--- src/rtl/nes_pkg.sv ---
// Shared NES serial-controller definitions: button bit positions, frame width
// and the responder/reader FSM state encoding.
package nes_pkg;

  localparam int unsigned NES_BITS  = 8;

  localparam int unsigned BTN_A     = 0;
  localparam int unsigned BTN_B     = 1;
  localparam int unsigned BTN_SEL   = 2;
  localparam int unsigned BTN_START = 3;
  localparam int unsigned BTN_UP    = 4;
  localparam int unsigned BTN_DOWN  = 5;
  localparam int unsigned BTN_LEFT  = 6;
  localparam int unsigned BTN_RIGHT = 7;

  typedef enum logic [1:0] {
    IDLE  = 2'd0,
    LOAD  = 2'd1,
    SHIFT = 2'd2,
    DONE  = 2'd3
  } nes_state_t;

endpackage

--- src/rtl/nes_controller_emulator_if.sv ---
// NES controller link: latch and shift clock from the reader/console,
// active-low serial data back from the controller.
interface nes_controller_emulator_if;
  logic latchOrange;
  logic clockRed;
  logic dataYellow;

  modport master (output latchOrange, output clockRed, input dataYellow);
  modport slave  (input latchOrange, input clockRed, output dataYellow);
endinterface

--- src/rtl/nes_controller_emulator_sync_edge.sv ---
// Multi-flop synchronizer for one asynchronous line, followed by an edge
// detect flop producing single-cycle rise/fall pulses.
module sync_edge #(
  parameter int unsigned STAGES = 2
) (
  input  logic clock_i,
  input  logic reset_i,
  input  logic async_i,
  output logic rise_o,
  output logic fall_o
);

  logic [STAGES-1:0] sync_q;
  logic              prev_q;

  always_ff @(posedge clock_i) begin
    if (reset_i) begin
      sync_q <= '0;
      prev_q <= 1'b0;
    end else begin
      sync_q <= {sync_q[STAGES-2:0], async_i};
      prev_q <= sync_q[STAGES-1];
    end
  end

  assign rise_o = sync_q[STAGES-1] & ~prev_q;
  assign fall_o = ~sync_q[STAGES-1] & prev_q;

endmodule

--- src/rtl/nes_controller_emulator.sv ---
// NES controller responder: captures buttons while latch is high and shifts
// them out active-low, one per clock pulse. Optional turbo via NES_TURBO_EN.
module nes_controller_emulator
  import nes_pkg::*;
#(
  parameter int unsigned SYNC_STAGES = 2,
  parameter int unsigned TURBO_DIV   = 4
) (
  input  logic                     clock,
  input  logic                     reset,
  nes_controller_emulator_if.slave nes,
  input  logic [NES_BITS-1:0]      buttons,
  input  logic                     turboA,
  input  logic                     turboB,
  output logic                     frameStrobe,
  output logic                     busy
);

  logic latch_rise, latch_fall, clk_rise, clk_fall_unused;
  logic latch_fall_unused_guard;

  sync_edge #(.STAGES(SYNC_STAGES)) u_latch_sync (
    .clock_i (clock),
    .reset_i (reset),
    .async_i (nes.latchOrange),
    .rise_o  (latch_rise),
    .fall_o  (latch_fall)
  );

  sync_edge #(.STAGES(SYNC_STAGES)) u_clock_sync (
    .clock_i (clock),
    .reset_i (reset),
    .async_i (nes.clockRed),
    .rise_o  (clk_rise),
    .fall_o  (clk_fall_unused)
  );

  assign latch_fall_unused_guard = 1'b0;

  nes_state_t          state_q, state_d;
  logic [NES_BITS-1:0] shift_q, shift_d;
  logic [3:0]          count_q, count_d;
  logic                data_q, data_d;
  logic                strobe_q, strobe_d;
  logic [NES_BITS-1:0] eff_buttons;
  logic                frame_fall;

  // A frame closes only on a latch fall seen in LOAD that no latch rise overrides.
  assign frame_fall = (state_q == LOAD) && latch_fall && !latch_rise;

`ifdef NES_TURBO_EN
  localparam int unsigned TW = (TURBO_DIV > 1) ? $clog2(TURBO_DIV) : 1;

  logic [TW-1:0] tcnt_q, tcnt_d;
  logic          phase_q, phase_d;

  always_ff @(posedge clock) begin
    if (reset) begin
      tcnt_q  <= '0;
      phase_q <= 1'b1;
    end else begin
      tcnt_q  <= tcnt_d;
      phase_q <= phase_d;
    end
  end

  always_comb begin
    tcnt_d  = tcnt_q;
    phase_d = phase_q;
    if (frame_fall) begin
      if (tcnt_q == TW'(TURBO_DIV - 1)) begin
        tcnt_d  = '0;
        phase_d = ~phase_q;
      end else begin
        tcnt_d = tcnt_q + TW'(1);
      end
    end
  end

  always_comb begin
    eff_buttons        = buttons;
    eff_buttons[BTN_A] = buttons[BTN_A] & (~turboA | phase_q);
    eff_buttons[BTN_B] = buttons[BTN_B] & (~turboB | phase_q);
  end
`else
  localparam int unsigned unused_turbo_div = TURBO_DIV;
  logic unused_turbo;
  assign unused_turbo = turboA ^ turboB;

  always_comb begin
    eff_buttons = buttons;
  end
`endif

  always_ff @(posedge clock) begin
    if (reset) begin
      state_q  <= IDLE;
      shift_q  <= '0;
      count_q  <= '0;
      data_q   <= 1'b1;
      strobe_q <= 1'b0;
    end else begin
      state_q  <= state_d;
      shift_q  <= shift_d;
      count_q  <= count_d;
      data_q   <= data_d;
      strobe_q <= strobe_d;
    end
  end

  always_comb begin
    state_d = state_q;
    shift_d = shift_q;
    count_d = count_q;
    // Latch rise pre-empts everything, including a coincident clock rise.
    if (latch_rise) begin
      state_d = LOAD;
    end else begin
      case (state_q)
        LOAD: begin
          shift_d = eff_buttons;
          if (latch_fall) begin
            state_d = SHIFT;
            count_d = '0;
          end
        end
        SHIFT: begin
          if (clk_rise) begin
            shift_d = {1'b0, shift_q[NES_BITS-1:1]};
            count_d = count_q + 4'd1;
            if (count_q == 4'd7) state_d = DONE;
          end
        end
        default: ;
      endcase
    end
  end

  always_comb begin
    data_d   = 1'b1;
    strobe_d = frame_fall | latch_fall_unused_guard;
    case (state_q)
      LOAD:    data_d = ~eff_buttons[BTN_A];
      SHIFT:   data_d = ~shift_q[0];
      default: data_d = 1'b1;
    endcase
  end

  logic unused_clk_fall;
  assign unused_clk_fall = clk_fall_unused;

  assign nes.dataYellow = data_q;
  assign frameStrobe    = strobe_q;
  assign busy           = (state_q == LOAD) || (state_q == SHIFT);

endmodule

--- src/flat_wrapper.sv ---
// flat-port wrapper written by rule: the top's interface ports become plain ports
module nes_controller_emulator_flat import nes_pkg::*;
#(
  parameter int unsigned SYNC_STAGES = 2,
  parameter int unsigned TURBO_DIV   = 4
)
  (clock, reset, buttons, turboA, turboB, frameStrobe, busy, nes_latchOrange, nes_clockRed, nes_dataYellow);
  nes_controller_emulator_if nes_i ();
  input  logic clock;
  input  logic reset;
  input  logic [NES_BITS-1:0] buttons;
  input  logic turboA;
  input  logic turboB;
  output logic frameStrobe;
  output logic busy;
  input wire logic [$bits(nes_i.latchOrange)-1:0] nes_latchOrange;
  input wire logic [$bits(nes_i.clockRed)-1:0] nes_clockRed;
  output wire logic [$bits(nes_i.dataYellow)-1:0] nes_dataYellow;
  assign nes_i.latchOrange = nes_latchOrange;
  assign nes_i.clockRed = nes_clockRed;
  assign nes_dataYellow = nes_i.dataYellow;
  nes_controller_emulator #(.SYNC_STAGES(SYNC_STAGES), .TURBO_DIV(TURBO_DIV)) u_core (.clock(clock), .reset(reset), .nes(nes_i), .buttons(buttons), .turboA(turboA), .turboB(turboB), .frameStrobe(frameStrobe), .busy(busy));
endmodule
--- config.mk ---
export PLATFORM = sky130hd
export DESIGN_NAME = nes_controller_emulator_flat
export DESIGN_NICKNAME = d
export VERILOG_FILES = /design/src/rtl/nes_pkg.sv /design/src/rtl/nes_controller_emulator_if.sv /design/src/rtl/nes_controller_emulator_sync_edge.sv /design/src/rtl/nes_controller_emulator.sv /design/src/flat_wrapper.sv
export SDC_FILE = /design/constraint.sdc
export NUM_CORES = 1
export LEC_CHECK = 0
export ABC_CLOCK_PERIOD_IN_PS = 3720
export CORE_UTILIZATION = 54
export DETAILED_ROUTE_END_ITERATION = 10
export PLACE_DENSITY = 0.89
export SETUP_SLACK_MARGIN = 0.1
export SYNTH_ARGS = -nofsm -noshare
export SYNTH_HDL_FRONTEND = slang
export SYNTH_HIERARCHICAL = 1
export SYNTH_SLANG_ARGS = --single-unit
--- constraint.sdc ---
create_clock -name clock -period 3.72 [get_ports clock]
set_clock_uncertainty 0.05 [all_clocks]
set_input_delay 0.558 -clock clock [delete_from_list [all_inputs] [get_ports clock]]
set_output_delay 0.558 -clock clock [all_outputs]
set_load 0.02 [all_outputs]
======== After elaboration in Yosys (flattened, before gate mapping) ========
Cells that the tools add are included.
cells by class
  add/subtract/negate cells ............... 1
  $mul .................................... 0
  div/mod/pow operators ................... 0
  magnitude comparators ................... 0
  equal/unequal tests ..................... 9
  shifts and indexed selects .............. 0
  multiplexer cells ....................... 11
  bitwise operators ....................... 9
  reductions and logical operators ........ 11
operators by type and width
  cell                   number
  $pmux W8 S2            1
  $reduce_and A4 Y1      3
  $ne A3 B1 Y1 const B   3
  $mux W4                2
  $mux W8                1
  $pmux W4 S2            1
  $mux W2                3
  $ne A2 B1 Y1 const B   3
  $not A1 Y1             6
  $add A4 B1 Y4 const B  1
  $eq A4 B3 Y1 const B   1
  $pmux W2 S2            1
  $and A1 B1 Y1          3
  $reduce_and A3 Y1      1
  $reduce_bool A3 Y1     1
  $eq A2 B1 Y1 const B   1
  $eq A2 B2 Y1 const B   1
  $logic_and A1 B1 Y1    2
  $pmux W1 S2            1
  $reduce_bool A2 Y1     1
  $reduce_or A2 Y1       1
  $logic_not A1 Y1       1
  $logic_or A1 B1 Y1     1
  $mux W1                1
storage, ports and cells
  flip-flop bits (word level) ............. 22
  latch bits .............................. 0
  RAM bits ................................ 0
  bits in read-only memories .............. 0
  input bits .............................. 14
  output and inout port bits .............. 3
  logic and storage cells ................. 51
  memories kept ........................... 0

======== Depth between registers and ports, before layout ========
  depth after elaboration ................. 5
  mapped depth ............................ 6
  mapped depth without buffers ............ 5

======== By module ========
Netlist, hierarchy kept.
modules (own cells, without submodules)
  module                   times used  cells each  area an instance (µm²)  seq. area each (µm²)
  nes_controller_emulator  1           91          827.0                   320.3
  sync_edge                2           8           91.3                    60.1

======== Worst setup path before layout ========
OpenSTA, ideal clock, no wires.
  path kind ............................... register -> register
  start ................................... register u_core.state_q[0]
  end ..................................... register u_core.count_q[1]
  setup time .............................. 70 ps
  arrival ................................. 1,681 ps
  path slack .............................. 1,919 ps
  stages on the path, launching flop included .. 7
  buffers on the path ..................... 1
  period minus slack after synthesis ...... 1,801 ps
  path through ............................ dfxtp_1 inv_1 ha_1 or2_0 buf_2 or4_1 a21oi_1
between the ends
  word-level cells in the longest chain between the ends .. 3
ends and longest elaborated chain
  element                                                              line                            text
  start, declared                                                      nes_controller_emulator.sv:40   nes_state_t state_q, state_d;
  start signal, assigned                                               nes_controller_emulator.sv:103  state_q <= state_d;
  $eq A2 B1 Y1 or $eq A2 B2 Y1 (tied branches)                         nes_controller_emulator.sv:119  case (state_q)
  $ne A2 B1 Y1 (no source line) or $reduce_bool A2 Y1 (tied branches)  -
  $reduce_and A4 Y1 (no source line)                                   -
  end signal, assigned                                                 nes_controller_emulator.sv:105  count_q <= count_d;
  end, declared                                                        nes_controller_emulator.sv:42   logic [3:0] count_q, count_d;
Parallel ways exist; a longest one is shown, timed or not.
A chain may end at the register's enable or synchronous reset.

======== Final worst setup path ========
  start ................................... register u_core.state_q[0]
  end ..................................... output busy
between the ends
  word-level cells in the longest chain between the ends .. 2
ends and longest elaborated chain
  element                                       line                            text
  $eq A2 B1 Y1 or $eq A2 B2 Y1 (tied branches)  nes_controller_emulator.sv:154  assign busy = (state_q == LOAD) || (state_q == SHIFT);
  $logic_or A1 B1 Y1 (*)                        nes_controller_emulator.sv:154
  end, declared                                 flat_wrapper.sv:15              output logic busy;
Every way passes the cells marked *; elsewhere a longest branch is shown, timed or not.

==> flow_metrics.env <==
export IMPL_syn_area_sq_um=1000
export IMPL_finalCritPeriodShare_pct=64.6
export IMPL_syn_area_per_cell_sq_um=9.47
export IMPL_drive_gt1_share_pct=2.54
export IMPL_dp_hpwl_mm=1.33
export IMPL_dr_pass1_iters=4
export IMPL_io_pins=17
export IMPL_cts_sinks=22
export IMPL_dp_slack_ns=1.47
export IMPL_die_y_um=45.1
export IMPL_status="finished, final reports clean"
export IMPL_maxCapViolations=0
export IMPL_wl_per_cell_um=13.8
export IMPL_r2r_end="u_core/count_q[1]"
export IMPL_cts_buffers=3
export IMPL_finalSetupViolations=0
export IMPL_met2_usage_pct=35.7
export IMPL_pwr_share_comb_pct=11.5
export IMPL_critPathMaxFanout=4
export IMPL_fp_dieW_um=45.1
export IMPL_multi_input_area_sq_um=508
export IMPL_rows=15
export IMPL_grt_max_degree=24
export IMPL_grt_pass1_wl_mm=3.24
export IMPL_clk_latency_ns=0.29
export IMPL_fmax_mhz=416
export IMPL_ctsHoldBuffers=0
export IMPL_arrival_ns=1.80
export IMPL_fillers=141
export IMPL_cp_startpoint="u_core/state_q[0]"
export IMPL_first_global_vias=775
export IMPL_worst_hold_slack_ns=0.407
export IMPL_gp_congestion=0.842
export IMPL_clockRootBuffer="clkbuf_4"
export IMPL_area_growth_pct=17.2
export IMPL_antenna_found_initial=0
export IMPL_ys_warn_count=6
export IMPL_drcViolationCount=0
export IMPL_drt_iter0_markers=23
export IMPL_finalMaxSlewViolations=0
export IMPL_synth_cells=106
export IMPL_power_frac_seq_pct=62.8
export IMPL_period_minus_slack_ns=2.40
export IMPL_tightest_slew_ns=0.809
export IMPL_htreeDepth=1
export IMPL_instances_no_fill=143
export IMPL_dr_total_vias=856
export IMPL_fin_nets=139
export IMPL_clkPwrFrac_pct=25.7
export IMPL_rsz0062_at_grt="no"
export IMPL_tns_ns=0
export IMPL_final_antenna_net_count=0
export IMPL_slew_headroom_pct=45.9
export IMPL_holdPathEnd="u_core/u_clock_sync/sync_q[1]"
export IMPL_r2r_setup_slack_ns=1.77
export IMPL_p_sw_share_pct=22.8
export IMPL_start_util_pct=58.1
export IMPL_dpl_cell_count=140
export IMPL_total_power_mw=0.396
export IMPL_peakVddDrop_uv=260
export IMPL_core_sq_um=1730
export IMPL_setup_worst_path_start_class="flop"
export IMPL_crit_type="flop to primary output"
export IMPL_routed_wirelength_mm=1.97
export IMPL_final_area_sq_um=1180
export IMPL_p_sw_mw=0.0904
export IMPL_die_area_sq_um=2030
export IMPL_hold_start="u_core/u_clock_sync/sync_q[0]"
export IMPL_antenna_cells=0
export IMPL_grt_overflow_total=0
export IMPL_cts_tree="done"
export IMPL_rr_worst_depth=5
export IMPL_postCtsResizedCells=0
export IMPL_fin_util_pct=68.1
export IMPL_setup_slack_ns=1.32
export IMPL_grt_util_met1_pct=26.6
export IMPL_clockBufferDepth=2
export IMPL_vias_per_cell=5.99
export IMPL_worstReg2RegStart="u_core/state_q[0]"
export IMPL_cts_setup_buffers=0
export IMPL_portBuffers=14
export IMPL_grt_busiest_layer="met2"
export IMPL_min_path_type="flop to flop"
export IMPL_met3_usage_pct=4.40
export IMPL_grt_total_usage_pct=22.1
export IMPL_power_density_nw_per_um2=337
export IMPL_finalHoldViolCount=0
export IMPL_p_leak_nw=0.393
export IMPL_required_ns=3.11
export IMPL_seq_area_sq_um=440
export IMPL_postPlaceCellArea_sq_um=1150
export IMPL_p_int_mw=0.306
export IMPL_path_clk_slew_ns=0.11
export IMPL_whs_path_depth=1
export IMPL_crit_path_end_kind="primary output"
export IMPL_syn_num_nets=125
metal layers:
layer  vias up  wire (um)
li1        414          -
met1       404        859
met2        34        959
met3         4        106
met4         0         41
met5         -          0
power by group through the flow:
stage | registers, mW | logic (mW) | clock network [mW]
floorplan | 0.253 | 0.0260 | 0
global placement | 0.254 | 0.0440 | 0
detailed placement | 0.254 | 0.0454 | 0
CTS | 0.249 | 0.0455 | 0.107
global route | 0.250 | 0.0508 | 0.118
finish | 0.249 | 0.0456 | 0.102
layout by cell type, fill, tap and decap left out, drive strengths merged, types with 2 or more instances in the layout:
master         count
clkdlybuf4s50     14
nor2               2
nand3              2
nand2b             3
nand2              2
dfxtp             22
ha                 5
inv                9
o31ai              2
mux2i              7
nor2b             11
a21oi              9
o32ai              2
clkbuf             3
nor3               3
a2111oi            2
a211oi             7
worst max path at each step:
stage	endpoint	slack, ns
after floorplan	u_core/count_q[1]	1.92
after global placement	u_core/count_q[0]	1.52
after detailed placement	u_core/count_q[0]	1.47
after CTS	busy	1.32
after global routing	busy	1.24
final	busy	1.32
worst max-delay path, cell delays in order (launching register included):
cell and delay, ns:
dfxtp_1 0.40, inv_1 0.09, ha_1 0.32, inv_1 0.09, clkdlybuf4s50_1 0.60
flip-flops by register name (all words and copies together) (netlist names):
register / count
u_core/u_latch_sync/prev_q: 1
u_core/u_clock_sync/prev_q: 1
u_core/u_latch_sync/sync_q: 2
u_core/count_q: 4
u_core/frameStrobe: 1
u_core/state_q: 2
u_core/nes.dataYellow: 1
u_core/shift_q: 8
u_core/u_clock_sync/sync_q: 2
layout make-up:
type | instances | area share [%]
inverters | 9 | 2.87
clock buffers | 3 | 1.91
repair buffers | 14 | 11.9
well taps | 25 | 2.66
multi-input cells | 70 | 43.2
flip-flops and latches | 22 | 37.4
Power figures use the tool's default switching activity.
